File: src/rtl/if_stage.sv
// Instruction-fetch stage: owns the PC, issues one word fetch at a time and buffers one instruction for decode.
// Latency: gnt in cycle N, rvalid in N+1 -> id_valid in N+2; best case one instruction every 3 cycles.
// Backpressure: id_valid holds id_inst/id_pc until id_ready; no new fetch is issued while the buffer is full.
// Ports: clk/rst_n; imem_req/addr/gnt/rvalid/rdata memory side; redirect_valid/pc from execute;
//        id_valid/ready/inst/pc/imm_src to decode; misalign flag.
// Optional: define IF_MISALIGN_CHK_EN to trap misaligned redirect targets in an ERR state
//           (otherwise the low two target bits are dropped and misalign stays 0).
module if_stage #(
    parameter logic [31:0] RESET_PC = 32'h0000_0000
) (
    input  logic        clk,
    input  logic        rst_n,
    output logic        imem_req,
    output logic [31:0] imem_addr,
    input  logic        imem_gnt,
    input  logic        imem_rvalid,
    input  logic [31:0] imem_rdata,
    input  logic        redirect_valid,
    input  logic [31:0] redirect_pc,
    output logic        id_valid,
    input  logic        id_ready,
    output logic [31:0] id_inst,
    output logic [31:0] id_pc,
    output logic [24:0] id_imm_src,
    output logic        misalign
);

    localparam logic [31:0] NOP = 32'h0000_0013;

    // S_ERR is only ever entered when the misalign check is compiled in.
    typedef enum logic [2:0] {
        S_REQ   = 3'd0,
        S_WAIT  = 3'd1,
        S_DRAIN = 3'd2,
        S_HOLD  = 3'd3,
        S_ERR   = 3'd4
    } state_t;

    state_t      state;
    logic [31:0] pc;
    logic [31:0] fetch_pc;
    logic [31:0] target_pc;
    logic        redirect_bad;

`ifdef IF_MISALIGN_CHK_EN
    assign target_pc    = redirect_pc;
    assign redirect_bad = (redirect_pc[1:0] != 2'b00);
`else
    assign target_pc    = {redirect_pc[31:2], 2'b00};
    assign redirect_bad = 1'b0;
    logic unused_redirect_lsbs;
    assign unused_redirect_lsbs = &{1'b0, redirect_pc[1:0]};
`endif

    // A request is never raised in a redirect cycle, so a grant can only
    // ever be taken for the PC that is actually current.
    assign imem_req   = rst_n && (state == S_REQ) && !redirect_valid;
    assign imem_addr  = pc;
    assign id_imm_src = id_inst[31:7];

    always_ff @(posedge clk or negedge rst_n) begin
        if (!rst_n) begin
            state    <= S_REQ;
            pc       <= RESET_PC;
            fetch_pc <= RESET_PC;
            id_valid <= 1'b0;
            id_inst  <= NOP;
            id_pc    <= 32'h0000_0000;
            misalign <= 1'b0;
        end else if (redirect_valid) begin
            // Redirect wins over everything; any buffered instruction is
            // flushed (if decode took it this cycle, that already counted).
            id_valid <= 1'b0;
            misalign <= redirect_bad;
            if (!redirect_bad) begin
                pc <= target_pc;
            end
            // A response still in flight must be swallowed before fetching
            // again; if it arrives right now it is simply dropped.
            if ((state == S_WAIT || state == S_DRAIN) && !imem_rvalid) begin
                state <= S_DRAIN;
            end else if (redirect_bad) begin
                state <= S_ERR;
            end else begin
                state <= S_REQ;
            end
        end else begin
            case (state)
                S_REQ: begin
                    if (imem_gnt) begin
                        fetch_pc <= pc;
                        pc       <= pc + 32'd4;
                        state    <= S_WAIT;
                    end
                end
                S_WAIT: begin
                    if (imem_rvalid) begin
                        id_inst  <= imem_rdata;
                        id_pc    <= fetch_pc;
                        id_valid <= 1'b1;
                        state    <= S_HOLD;
                    end
                end
                S_DRAIN: begin
                    // misalign remembers a bad redirect seen while draining.
                    if (imem_rvalid) begin
                        state <= misalign ? S_ERR : S_REQ;
                    end
                end
                S_HOLD: begin
                    if (id_ready) begin
                        id_valid <= 1'b0;
                        state    <= S_REQ;
                    end
                end
                S_ERR: begin
                    state <= S_ERR;
                end
                default: begin
                    state <= S_REQ;
                end
            endcase
        end
    end

endmodule

File: config.mk
export PLATFORM = sky130hd
export DESIGN_NAME = if_stage
export DESIGN_NICKNAME = d
export VERILOG_FILES = /design/src/rtl/if_stage.sv
export SDC_FILE = /design/constraint.sdc
export NUM_CORES = 1
export LEC_CHECK = 0
export ABC_AREA = 1
export CAP_MARGIN = 20
export CORE_AREA = 5 5 126 128
export DETAILED_ROUTE_END_ITERATION = 7
export DIE_AREA = 0 0 131 133
export PLACE_DENSITY = 0.74
export SETUP_SLACK_MARGIN = 0.5
export SLEW_MARGIN = 15
export SYNTH_ARGS = -nofsm -noshare
export SYNTH_HDL_FRONTEND = slang
export SYNTH_SLANG_ARGS = --single-unit
File: constraint.sdc
create_clock -name clk -period 1.6 [get_ports clk]
set_clock_uncertainty 0.15 [all_clocks]
set_input_delay 0.16 -clock clk [delete_from_list [all_inputs] [get_ports clk]]
set_output_delay 0.16 -clock clk [all_outputs]
set_load 0.01 [all_outputs]
==> impl_metrics.tcl, run 1 <==
set metrics [dict create \
    status "complete, but fails checks" \
    violations "hold timing, setup timing" \
    internal_power_w 0.01186 \
    dr.max_layer_used "met4" \
    cp-end-kind "flip-flop" \
    wl_met3_um 2503 \
    synth_flop_cell "dfrtp_1" \
    synthXorXnorAreaFrac_pct 0.5877 \
    placed_cells 1038 \
    drv_cap 0 \
    synthAdderAreaFrac_pct 0.2099 \
    cts.sinks 126 \
    slew_viol_final 0 \
    clock_path_buffers 2 \
    ios 194 \
    ys_ff_latch 126 \
    yosys_warnings 0 \
    die_area_mm2 0.01742 \
    rsz0062_at_grt "true" \
    initial_core_util_pct 40.41 \
    pwr-share-seq_pct 30.5 \
    hp-class "in -> async" \
    ys_types 37 \
    clockPowerShare_pct 22.0 \
    track_usage_pct 24.02 \
    place_ws_ps -212.9 \
    crit_fanout 3 \
    antenna_found_initial 0 \
    rows 45 \
    fin_nets 1058 \
    wl_per_cell_um 21.18 \
    synth_top_area_cell "dfrtp_1" \
    via_per_inst 5.428 \
    fin_crit_sh_pct 114.9 \
    die_x_um 131 \
    finalHoldViolCount 123 \
    synth_area_per_cell_um2 9.285 \
    power.switching_w 0.006302 \
    grt_overflow 0 \
    finalSetupViolCount 121 \
    drc 0 \
    wl_um 25160 \
    synth.area.mux_share_pct 11.08 \
    dpl.hpwl_um 12610 \
    diodes 0 \
    synth_top_family_by_area "simple AND/OR/NAND/NOR gates" \
    post-route-min-period_ps 1838 \
    hold-worst-slack_ps -258.2 \
    peakVddDrop_uv 957.6 \
    grt_pass1_wl_um 32510 \
    tns_ps -12820 \
    synth_area_mm2 0.005961 \
    switching_share_pct 34.70 \
    wl_met1_um 9212 \
    yosys.area_share.simple_pct 18.89 \
    worst_slew_pin_slew_ps 700.1 \
    clock_latency_ps 420 \
    relSlewSlack_pct 53.33 \
    instances_no_fill 1188 \
    required_ps 1760 \
    numCtsBuffers 17 \
    synth_area_leaders "dfrtp_1 52%, nand2_1 9.9%, mux2_2 9.1%, o21ai_0 4.3%, buf_4 3.9%" \
    p_per_area_mw_per_mm2 1650 \
    die_h_um 133 \
    h-tree-depth 4 \
    layout_commonest_cell "buf_6" \
    met2WireLength_um 12090 \
    grt_max_degree 127 \
    clock-root-buffer "clkbuf_16" \
    layout_common_cells "127 x buf_6, 113 x nand2_1, 110 x dfrtp_1" \
    ant_nets 0 \
    drtIter0Drc 611 \
    pwr-share-comb_pct 47.5 \
    setup_ws_ps -238.3 \
    coreArea_mm2 0.01475 \
    final_util_pct 74.61 \
    yosysSeqAreaShare_pct 52.96 \
    start_kind "flip-flop" \
    postSynthCellCount 642 \
    cts_tree "yes" \
    synth_top_cell_area_share_pct 51.64 \
    firstDrtPassIters 6 \
    crit_arrival_ps 2000 \
    grt_pass1_vias 6064 \
    synth_edf_count 0 \
    clkSlewWorstSetupHoldPaths_ps 60 \
    io_buffers 186 \
    leakage_nw 5.298 \
    ys_async_sr_fraction_pct 100.0 \
    max_freq_ghz 0.5440 \
    syn2layout_area_growth_pct 84.64 \
    synth-compound-area-share_pct 7.200 \
    drive_above_1_share_pct 55.30 \
    vias 6449 \
    routabilityCongestion 0.8949 \
    critical_path_class "reg -> reg" \
]
## routing by layer
metal	up-vias	GRT usage, %
li1	2766	-
met1	3058	28.87
met2	489	39.93
met3	136	6.459
met4	0	10.57
met5	-	0
## registers in the layout, summed over array words and instances, names as in the netlist
register	flops
fetch_pc	30
id_inst	32
id_pc	30
id_valid	1
imem_addr	30
state	3
## critical path: stages (launching register included)
cell	delay (ps)
dfrtp_1	380
buf_4	150
nand2_1	120
nor2_2	140
buf_4	120
nand2_1	50
nor2_1	150
nand2_1	90
nand2_1	100
nand3_1	100
nand2_1	110
nand2_1	60
## metrics by stage
stage | total power [W] | cell area [um2] | hold slack [ps]
6_report | 0.01816 | 11010 | -258.2
3_5_place_dp | 0.01177 | 8449 | 245.1
3_3_place_gp | 0.01162 | 8449 | 265.1
4_1_cts | 0.01653 | 9968 | -199.9
2_1_floorplan | 0.008432 | 6160 | -285.6
5_1_grt | 0.01900 | 11010 | -222.9
## area by class of cell
cell class | count | area (um2)
clock buffers | 21 | 460.4
clock inverters | 11 | 140.1
fillers | 901 | 3746
inverters | 51 | 211.5
multi-input cells | 416 | 3043
flip-flops and latches | 126 | 3173
well taps | 188 | 235.2
repair buffers | 375 | 3742
## kinds of logic after synthesis
logic type               count (synthesis)
adder cells (fa/ha/maj)                  1
AND/OR/NAND/NOR                        271
flip-flops                             126
other                                    1
buffers and inverters                  104
multiplexers                            56
AO/OA/AOI/OAI                           79
XOR/XNOR                                 4
## Yosys cell counts (all sizes together) (4+ instances only)
| library cell | count |
|---|---|
| nor2 | 60 |
| dfrtp | 123 |
| nor3 | 4 |
| xor2 | 4 |
| buf | 46 |
| nand2 | 158 |
| inv | 51 |
| o21ai | 52 |
| nand3 | 38 |
| mux2 | 56 |
| clkbuf | 7 |
| nand4 | 6 |
| o21bai | 4 |
| a21oi | 12 |
## power by group through the flow
| stage | Combinational [W] | Clock, W | Sequential [W] |
|---|---|---|---|
| after floorplan | 0.00272 | 0 | 0.00571 |
| after global placement | 0.00623 | 0 | 0.00539 |
| after detailed placement | 0.00633 | 0 | 0.00544 |
| after CTS | 0.00717 | 0.00399 | 0.00537 |
| after global routing | 0.00913 | 0.00419 | 0.00569 |
| final | 0.00863 | 0.00399 | 0.00554 |
## final timing paths
check                                    start             to  slack [ps]  depth (start not counted)
worst max-delay path             imem_addr[14]  imem_addr[28]        -240                         11
worst min-delay path                     rst_n    id_inst[12]        -260                          2
worst max register to register   imem_addr[14]  imem_addr[28]        -240                         11
worst min register to register    fetch_pc[23]   fetch_pc[23]         340                          2
max in group asynchronous                rst_n   imem_addr[3]         980                          2
min in group clk                redirect_pc[6]   imem_addr[6]         130                          3
## what timing repair did
item                                    in CTS  in global routing
endpoints found under the hold margin      123                123
buffers inserted                            67                 39
cloned                                       4                  8
gates resized for setup                    701                128
pin swaps                                   41                 27
endpoints found under the setup margin     245                245
Note: power is estimated with default switching activity, not from simulation.
==> run 2: changes to the inputs <==
--- a/config.mk
+++ b/config.mk
@@ -7,10 +7,10 @@
 export LEC_CHECK = 0
 export ABC_AREA = 1
 export CAP_MARGIN = 20
-export CORE_AREA = 5 5 126 128
+export CORE_AREA = 5 5 111 123
 export DETAILED_ROUTE_END_ITERATION = 7
-export DIE_AREA = 0 0 131 133
-export PLACE_DENSITY = 0.74
+export DIE_AREA = 0 0 116 128
+export PLACE_DENSITY = 0.83
 export SETUP_SLACK_MARGIN = 0.5
 export SLEW_MARGIN = 15
 export SYNTH_ARGS = -nofsm -noshare
==> constraint.sdc (replaced) <==
create_clock -name clk -period 2.2 [get_ports clk]
set_clock_uncertainty 0.15 [all_clocks]
set_input_delay 0.22 -clock clk [delete_from_list [all_inputs] [get_ports clk]]
set_output_delay 0.22 -clock clk [all_outputs]
set_load 0.01 [all_outputs]
==> run 2 against run 1 <==
The flow now finishes without violations. Critical path depth unchanged. Global-route usage down 1.1 points. Sequential power down 29%. Critical path type unchanged. Largest power group unchanged. Highest routed layer unchanged.
==> impl_metrics.tcl, run 2 (synthesis results as in run 1) <==
set metrics [dict create \
    fin_nets 905 \
    rsz0062_at_grt "true" \
    diodes 0 \
    drv_cap 0 \
    numCtsBuffers 17 \
    pwr-share-seq_pct 36.7 \
    max_freq_ghz 0.5630 \
    power.switching_w 0.003554 \
    top_register "id_inst" \
    slew_viol_final 0 \
    ant_nets 0 \
    wl_um 17130 \
    peakVddDrop_uv 739.0 \
    worst_slew_pin_slew_ps 683.3 \
    crit_arrival_ps 1920 \
    cts_tree "yes" \
    initial_core_util_pct 48.17 \
    critical_path_class "reg -> reg" \
    ios 194 \
    dpl.hpwl_um 12080 \
    track_usage_pct 22.93 \
    clockPowerShare_pct 25.9 \
    internal_power_w 0.007137 \
    grt_overflow 0 \
    wl_per_cell_um 17.06 \
    worst_path_most_repeated_cell "nand2_1" \
    firstDrtPassIters 5 \
    finalSetupViolCount 0 \
    via_per_inst 5.126 \
    path_cells "ha_4, nand2_4, nor2_4, buf_6, nand2_8, nor2_4, nand2_1, nand2_1, nand3_1, nand2_1, nand2_1" \
    grt_pass1_wl_um 26350 \
    required_ps 2350 \
    largest_reg_flops 32 \
    status "finished, final reports clean" \
    routabilityCongestion 0.9082 \
    rows 43 \
    fin_crit_sh_pct 80.73 \
    start_kind "flip-flop" \
    tns_ps 0 \
    cp-end-kind "flip-flop" \
    nFillCells 882 \
    h-tree-depth 4 \
    p_per_area_mw_per_mm2 1201 \
    hp-class "in -> reg" \
    crit_fanout 4 \
    final_area_mm2 0.008904 \
    drtIter0Drc 449 \
    drive_above_1_share_pct 22.67 \
    clock-root-buffer "clkbuf_16" \
    layout_common_cells "145 x nand2_1, 110 x dfrtp_1, 72 x clkdlybuf4s50_1, 72 x dlygate4sd2_1, 48 x mux2_2" \
    clock_path_buffers 2 \
    grt_pass1_vias 5236 \
    finalHoldViolCount 0 \
    relSlewSlack_pct 54.45 \
    die_area_mm2 0.01485 \
    io_buffers 186 \
    finalPower_w 0.01069 \
    cpMaxStageDelayCell "dfrtp_1" \
    clkSlewWorstSetupHoldPaths_ps 60 \
    syn2layout_area_growth_pct 49.37 \
    drc 0 \
    vias 5147 \
    grt_max_degree 127 \
    pwr-share-comb_pct 37.4 \
    leakage_nw 4.573 \
    clock_latency_ps 410 \
    die_h_um 128 \
    coreArea_mm2 0.01237 \
    antenna_found_initial 0 \
    slowest_delay_ps 420 \
    die_x_um 116 \
    switching_share_pct 33.24 \
    cts.sinks 126 \
    layout_commonest_cell "nand2_1" \
    post-route-min-period_ps 1776 \
    postPlaceCellArea_mm2 0.007863 \
]
-- run 2: cell count changes in the layout (fill, tap and decap cells not counted), sizes merged --
cell,before,now
inv,50,52
dlygate4sd2,0,72
buf,302,36
bufinv,3,2
dlymetal6s2s,0,40
clkinv,8,4
clkinvlp,1,5
clkbuf,28,21
clkdlybuf4s50,66,72
dlygate4sd3,0,1
-- run 2: repair_timing --
| item | in CTS | in global routing |
|---|---|---|
| pin swaps | 5 | 15 |
| gates resized for setup | 112 | 88 |
| hold buffers | 1 | 0 |
| setup endpoints to repair | 107 | 67 |
| endpoints found under the hold margin | 123 | 0 |
| buffers inserted | 7 | 13 |
-- run 2: metal layers --
| metal | part of all wire, % | track usage, % | vias to the layer above |
|---|---|---|---|
| met3 | 8.1 | 6.280 | 28 |
| met5 | 0 | 0 | - |
| met1 | 39 | 26.81 | 2452 |
| met4 | 2.1 | 8.123 | 0 |
| met2 | 51 | 40.20 | 219 |
| li1 | - | - | 2448 |
-- run 2: final timing paths --
check                                     from  slack, ps            end  cells past startpoint
worst min-delay path            redirect_pc[6]        210   imem_addr[6]                      3
worst min register to register        id_pc[2]        330       id_pc[2]                      2
max in group asynchronous                rst_n       1010  imem_addr[28]                      3
worst max-delay path              imem_addr[3]        420  imem_addr[24]                     11
min in group asynchronous                rst_n        310    fetch_pc[5]                      3
worst max register to register    imem_addr[3]        420  imem_addr[24]                     11
-- run 2: cell type report --
type | count | area, um2 | share of cell area, %
timing repair buffer | 222 | 2226 | 25.00
clock buffer | 20 | 456.7 | 5.129
inverter | 51 | 197.7 | 2.220
sequential | 126 | 3173 | 35.64
multi-input combinational | 416 | 2519 | 28.29
clock inverter | 12 | 135.1 | 1.518
tap | 157 | 196.4 | 2.206
-- run 2: per-stage QoR --
step                      setup slack [ps]  hold WS [ps]  cells  util [%]
after global placement               172.8         258.2    951     63.54
after detailed placement             115.8         258.4    951     63.54
final                                423.9         206.5   1004     71.95
after global routing                 355.2         212.3   1004     71.95
after floorplan                      501.2        -225.6    646         -
after CTS                            327.1         197.7    991     69.17
-- run 2: worst max-delay path, delay by kind of cell (launching register included) --
family,cells,cell delay [ps]
DFF,1,420
and+or+nand+nor,9,760
buffers and inverters,1,140
adders and majority gates,1,170
-- run 2: power groups by stage --
stage / combinational, W / sequential [W] / clock (W)
2_1_floorplan: 0.00183 / 0.00415 / 0
3_3_place_gp: 0.00411 / 0.00392 / 0
3_5_place_dp: 0.00420 / 0.00398 / 0
4_1_cts: 0.00398 / 0.00394 / 0.00281
5_1_grt: 0.00434 / 0.00406 / 0.00290
6_report: 0.00400 / 0.00393 / 0.00277
